### config.mk
export PLATFORM = sky130hd
export DESIGN_NAME = addsub_iter_flat
export DESIGN_NICKNAME = d
export VERILOG_FILES = /design/src/rtl/addsub_iter_if.sv /design/src/rtl/addsub_iter.sv /design/src/flat_wrapper.sv
export SDC_FILE = /design/constraint.sdc
export NUM_CORES = 1
export LEC_CHECK = 0
export CORE_MARGIN = 2
export CORE_UTILIZATION = 40
export CTS_CLUSTER_SIZE = 25
export DETAILED_ROUTE_END_ITERATION = 16
export PLACE_DENSITY = 0.63
export SLEW_MARGIN = 30
export SYNTH_ARGS = -nofsm -noshare
export SYNTH_HDL_FRONTEND = slang
export SYNTH_SLANG_ARGS = --single-unit
### constraint.sdc
create_clock -name clk -period 5.3 [get_ports clk]
set_clock_uncertainty 0.05 [all_clocks]
set_input_delay 0.53 -clock clk [delete_from_list [all_inputs] [get_ports clk]]
set_output_delay 0.53 -clock clk [all_outputs]
set_load 0.05 [all_outputs]
### src/rtl/addsub_iter_if.sv
// Handshake and operand/result bundle for the iterative add/subtract unit.
interface addsub_iter_if #(
  parameter int unsigned WIDTH = 32
);
  logic             start;
  logic             op_sub;
  logic             use_cin;
  logic             cin;
  logic [WIDTH-1:0] a;
  logic [WIDTH-1:0] b;
  logic             ready;
  logic             done;
  logic [WIDTH-1:0] y;
  logic             n;
  logic             z;
  logic             v;
  logic             c;

  modport master (
    output start, op_sub, use_cin, cin, a, b,
    input  ready, done, y, n, z, v, c
  );

  modport slave (
    input  start, op_sub, use_cin, cin, a, b,
    output ready, done, y, n, z, v, c
  );
endinterface

### src/rtl/addsub_iter.sv
// Multi-cycle add/subtract with SPARC icc flags; the carry chain is resolved one
// CHUNK-bit slice per clock, LSB slice first.
module addsub_iter #(
  parameter int unsigned WIDTH = 32,
  parameter int unsigned CHUNK = 8
) (
  input  logic         clk,
  input  logic         rst,
  addsub_iter_if.slave bus
);

  localparam int unsigned NCHUNK = WIDTH / CHUNK;
  localparam int unsigned IW     = (NCHUNK > 1) ? $clog2(NCHUNK) : 1;
  localparam logic [IW-1:0] LastIdx = IW'(NCHUNK - 1);

  typedef enum logic {StIdle, StRun} state_t;

  state_t           state_q, state_d;
  logic [WIDTH-1:0] a_q, a_d, bx_q, bx_d, acc_q, acc_d, y_q, y_d;
  logic [IW-1:0]    idx_q, idx_d;
  logic             a_msb_q, a_msb_d, bx_msb_q, bx_msb_d;
  logic             carry_q, carry_d, sub_q, sub_d, done_q, done_d;
  logic             n_q, n_d, z_q, z_d, v_q, v_d, c_q, c_d;
  logic [CHUNK:0]   sum;
  logic             k;

  always_comb begin
    state_d  = state_q;
    a_d      = a_q;
    bx_d     = bx_q;
    acc_d    = acc_q;
    y_d      = y_q;
    idx_d    = idx_q;
    a_msb_d  = a_msb_q;
    bx_msb_d = bx_msb_q;
    carry_d  = carry_q;
    sub_d    = sub_q;
    done_d   = 1'b0;
    n_d      = n_q;
    z_d      = z_q;
    v_d      = v_q;
    c_d      = c_q;
    k        = bus.use_cin & bus.cin;
    sum      = {1'b0, a_q[CHUNK-1:0]} + {1'b0, bx_q[CHUNK-1:0]} + (CHUNK + 1)'(carry_q);

    unique case (state_q)
      StIdle: begin
        if (bus.start) begin
          a_d      = bus.a;
          bx_d     = bus.op_sub ? ~bus.b : bus.b;
          a_msb_d  = bus.a[WIDTH-1];
          bx_msb_d = bx_d[WIDTH-1];
          carry_d  = bus.op_sub ? ~k : k;
          sub_d    = bus.op_sub;
          idx_d    = '0;
          state_d  = StRun;
        end
      end
      StRun: begin
        // Operands shift down so the active slice is always at the bottom; the
        // accumulator fills from the top and holds the full sum after NCHUNK steps.
        a_d     = a_q >> CHUNK;
        bx_d    = bx_q >> CHUNK;
        acc_d   = (acc_q >> CHUNK) | (WIDTH'(sum[CHUNK-1:0]) << (WIDTH - CHUNK));
        carry_d = sum[CHUNK];
        idx_d   = idx_q + IW'(1);
        if (idx_q == LastIdx) begin
          y_d     = acc_d;
          n_d     = acc_d[WIDTH-1];
          z_d     = (acc_d == '0);
          v_d     = (a_msb_q == bx_msb_q) & (acc_d[WIDTH-1] != a_msb_q);
          c_d     = sub_q ^ sum[CHUNK];
          done_d  = 1'b1;
          state_d = StIdle;
        end
      end
      default: state_d = StIdle;
    endcase
  end

  always_ff @(posedge clk or posedge rst) begin
    if (rst) begin
      state_q  <= StIdle;
      a_q      <= '0;
      bx_q     <= '0;
      acc_q    <= '0;
      y_q      <= '0;
      idx_q    <= '0;
      a_msb_q  <= 1'b0;
      bx_msb_q <= 1'b0;
      carry_q  <= 1'b0;
      sub_q    <= 1'b0;
      done_q   <= 1'b0;
      n_q      <= 1'b0;
      z_q      <= 1'b0;
      v_q      <= 1'b0;
      c_q      <= 1'b0;
    end else begin
      state_q  <= state_d;
      a_q      <= a_d;
      bx_q     <= bx_d;
      acc_q    <= acc_d;
      y_q      <= y_d;
      idx_q    <= idx_d;
      a_msb_q  <= a_msb_d;
      bx_msb_q <= bx_msb_d;
      carry_q  <= carry_d;
      sub_q    <= sub_d;
      done_q   <= done_d;
      n_q      <= n_d;
      z_q      <= z_d;
      v_q      <= v_d;
      c_q      <= c_d;
    end
  end

  assign bus.ready = (state_q == StIdle);
  assign bus.done  = done_q;
  assign bus.y     = y_q;
  assign bus.n     = n_q;
  assign bus.z     = z_q;
  assign bus.v     = v_q;
  assign bus.c     = c_q;

endmodule

### src/flat_wrapper.sv
// flat-port wrapper written by rule: the top's interface ports become plain ports
module addsub_iter_flat 
#(
  parameter int unsigned WIDTH = 32,
  parameter int unsigned CHUNK = 8
)
  (clk, rst, bus_start, bus_op_sub, bus_use_cin, bus_cin, bus_a, bus_b, bus_ready, bus_done, bus_y, bus_n, bus_z, bus_v, bus_c);
  addsub_iter_if #(.WIDTH(WIDTH)) bus_i ();
  input  logic clk;
  input  logic rst;
  input wire logic [$bits(bus_i.start)-1:0] bus_start;
  input wire logic [$bits(bus_i.op_sub)-1:0] bus_op_sub;
  input wire logic [$bits(bus_i.use_cin)-1:0] bus_use_cin;
  input wire logic [$bits(bus_i.cin)-1:0] bus_cin;
  input wire logic [$bits(bus_i.a)-1:0] bus_a;
  input wire logic [$bits(bus_i.b)-1:0] bus_b;
  output wire logic [$bits(bus_i.ready)-1:0] bus_ready;
  output wire logic [$bits(bus_i.done)-1:0] bus_done;
  output wire logic [$bits(bus_i.y)-1:0] bus_y;
  output wire logic [$bits(bus_i.n)-1:0] bus_n;
  output wire logic [$bits(bus_i.z)-1:0] bus_z;
  output wire logic [$bits(bus_i.v)-1:0] bus_v;
  output wire logic [$bits(bus_i.c)-1:0] bus_c;
  assign bus_i.start = bus_start;
  assign bus_i.op_sub = bus_op_sub;
  assign bus_i.use_cin = bus_use_cin;
  assign bus_i.cin = bus_cin;
  assign bus_i.a = bus_a;
  assign bus_i.b = bus_b;
  assign bus_ready = bus_i.ready;
  assign bus_done = bus_i.done;
  assign bus_y = bus_i.y;
  assign bus_n = bus_i.n;
  assign bus_z = bus_i.z;
  assign bus_v = bus_i.v;
  assign bus_c = bus_i.c;
  addsub_iter #(.WIDTH(WIDTH), .CHUNK(CHUNK)) u_core (.clk(clk), .rst(rst), .bus(bus_i));
endmodule
==> results.py <==
metrics = {
    "global_route": {
        "grtUsageTotal_pct": 16.8,
        "grt_max_degree": 117,
        "grt_pass1_vias": 4204,
        "grt_overflow": 0,
        "grt_pass1_wl_mm": 21.3,
        "antenna_found_initial": 0,
    },
    "die": {
        "initial_core_util_pct": 41.1,
        "ioPinCount": 108,
        "rows": 44,
        "die_area_um2": 16000,
        "fp.dieH_um": 126,
        "coreArea_um2": 14600,
        "chipWidth_um": 126,
    },
    "drt": {
        "drt-total-wl_mm": 12.9,
        "num_vias": 4229,
        "avgRoutedWirePerCell_um": 15.4,
        "firstDrtPassIters": 4,
        "via_per_inst": 5.05,
        "drt_iter0_drc": 291,
        "ant_nets": 0,
        "drc": 0,
    },
    "placed_design": {
        "hpwl_mm": 8.96,
        "routabilityCongestion": 0.784,
        "portBuffers": 107,
        "pre_cts_ws_ns": 2.67,
    },
    "cts": {
        "cts_sinks": 131,
        "numCtsBuffers": 17,
        "cts_tree": "built",
        "htreeDepth": 4,
        "cts_hold_buf": 0,
        "clk_latency_ns": 0.41,
        "clk_pin_slew_ns": 0.06,
        "root_buffer": "clkbuf_16",
        "post_cts_buffers": 0,
        "cts_resized": 0,
        "cts_buffer_depth": 2,
    },
    "logic_synthesis": {
        "ys_ff_latch": 131,
        "avgSynthCellArea_um2": 11.0,
        "ys_types": 41,
        "syn_area_um2": 6000,
        "yosysSeqAreaShare_pct": 54.7,
        "synth_fp_nets": 627,
        "synthCells": 547,
        "yosysWarnings": 0,
    },
    "critical_path": {
        "r2r_end": "u_core.bus.z",
        "reg2regPathDepth": 9,
        "endpoint_kind": "output pin",
        "crit_path_max_fanout": 29,
        "path_class": "reg2out",
        "cp.arrival_ns": 2.15,
        "cp-start-kind": "flop",
        "r2r_slack_ns": 2.66,
        "required_ns": 4.72,
        "r2r-start": "u_core.carry_q",
    },
    "outcome": {
        "status": "finished clean",
    },
    "sta": {
        "tns_ns": 0,
        "setup_ws_ns": 2.57,
        "relSlewSlack_pct": 48.0,
        "setup_viol": 0,
        "hold_ws_ns": 0.337,
        "max_freq_ghz": 0.366,
        "post-route-min-period_ns": 2.73,
        "slew_viol_final": 0,
        "rsz0062_at_grt": "false",
        "tightest_slew_ns": 0.779,
        "hold_viol": 0,
        "finalCritPeriodShare_pct": 51.5,
    },
    "finish": {
        "nNetsFinal": 721,
        "n_antenna_cell": 0,
        "drive_gt1_share_pct": 14.2,
        "final_common_cell": "dfrtp_1",
        "finalCoreUtilization_pct": 53.7,
        "nFillCells": 1277,
        "final_cell_mix": "dfrtp_1, clkdlybuf4s50_1, nand2_1",
        "areaGrowthSynthToFinish_pct": 30.7,
    },
    "pwr": {
        "power_per_cell_area_nw_per_um2": 648,
        "vdd_drop_max_mv": 0.278,
        "cellLeakagePower_nw": 3.39,
    },
    "worst_hold_path": {
        "min_path_type": "in2async",
    },
    "job": {
        "max_cap_violations": 0,
    },
}
[synth_stat cells]
cell type,count,area share [%]
nand4b_1,1,0.15
nand2b_1,1,0.10
nand2_1,76,4.8
a32o_2,1,0.19
buf_1,5,0.31
a211oi_2,1,0.21
clkbuf_1,22,1.4
nor4b_1,1,0.15
a211oi_1,8,1.0
xnor2_1,35,5.1
o31ai_2,1,0.21
inv_1,7,0.44
o211a_1,1,0.17
nor2_1,34,2.1
nor3b_1,1,0.13
o21a_1,3,0.38
a21oi_1,15,1.3
nand3_1,1,0.083
buf_2,8,0.67
dfrtp_1,131,55
a21boi_0,1,0.13
mux2_2,49,9.2
ha_1,8,1.7
xor2_1,3,0.44
or4b_2,1,0.17
or2_1,2,0.21
buf_4,1,0.13
or4_1,2,0.25
nand4_1,3,0.31
a22o_1,1,0.15
a211o_1,1,0.15
nor3_1,4,0.33
o31a_1,1,0.15
fa_1,2,0.67
nor3_2,1,0.17
o21ai_2,1,0.15
o21ai_1,2,0.17
mux2i_1,32,5.3
o21ai_0,72,6.0
nor4_1,6,0.63
and2b_1,1,0.13
[layer usage]
metal	global-route usage (%)	wire [µm]
met2	25.8	5900
met5	0	0
met1	23.3	6290
met3	4.56	582
met4	4.98	156
[sequential cells by signal (all words and copies together), names as in the netlist, 2 cells and up]
signal,count
u_core.bus.y,31
u_core.a_q,32
u_core.idx_q,2
u_core.bx_q,32
u_core.acc_q,24
[power breakdown]
| group | switching (mW) | internal [mW] | leakage, nW |
|---|---|---|---|
| Sequential | 0.342 | 1.45 | 1.63 |
| Combinational | 1.17 | 0.830 | 1.45 |
| Clock | 0.433 | 0.850 | 0.315 |
[worst max-delay path by stage]
stage | depth (start not counted) | start | end | slack (ns)
after CTS | 2 | u_core.state_q | bus_ready | 2.53
after global placement | 9 | u_core.carry_q | u_core.bus.z | 2.73
final | 2 | u_core.state_q | bus_ready | 2.57
after floorplan | 1 | rst | u_core.a_msb_q | 1.22
after detailed placement | 9 | u_core.carry_q | u_core.bus.z | 2.67
after global routing | 2 | u_core.state_q | bus_ready | 2.48
[logic make-up (layout without fill, tap and decap cells)]
family,count (synthesis),in the layout,share of synthesized area (%)
multiplexers,81,81,14.5
buffers and inverters,43,150,2.92
adder cells (fa/ha/maj),10,10,2.34
AO/OA/AOI/OAI,109,109,10.3
XOR/XNOR,38,38,5.55
flip-flops,131,131,54.7
AND/OR/NAND/NOR,135,135,9.68
[through the flow]
step | instance area [µm²] | power (mW) | std cells
2_1_floorplan | 6000 | 3.17 | 547
3_3_place_gp | 7180 | 3.76 | 806
3_5_place_dp | 7180 | 3.82 | 806
4_1_cts | 7830 | 5.12 | 838
5_1_grt | 7840 | 5.37 | 838
6_report | 7840 | 5.08 | 838
[worst max-delay path: stages, from the launching register on]
cell and delay [ns]:
dfrtp_4 0.63, inv_1 0.25, clkdlybuf4s50_1 0.86
[cell type report]
cell class	instances	area [µm²]	share of cell area, %
clock buffers	20	447	5.70
clock inverters	12	203	2.59
inverters	7	28.8	0.367
multi-input cells	373	2540	32.4
flip-flops and latches	131	3280	41.9
well taps	184	230	2.94
repair buffers	111	1100	14.1
No activity file was read; power rests on OpenSTA's default activity.
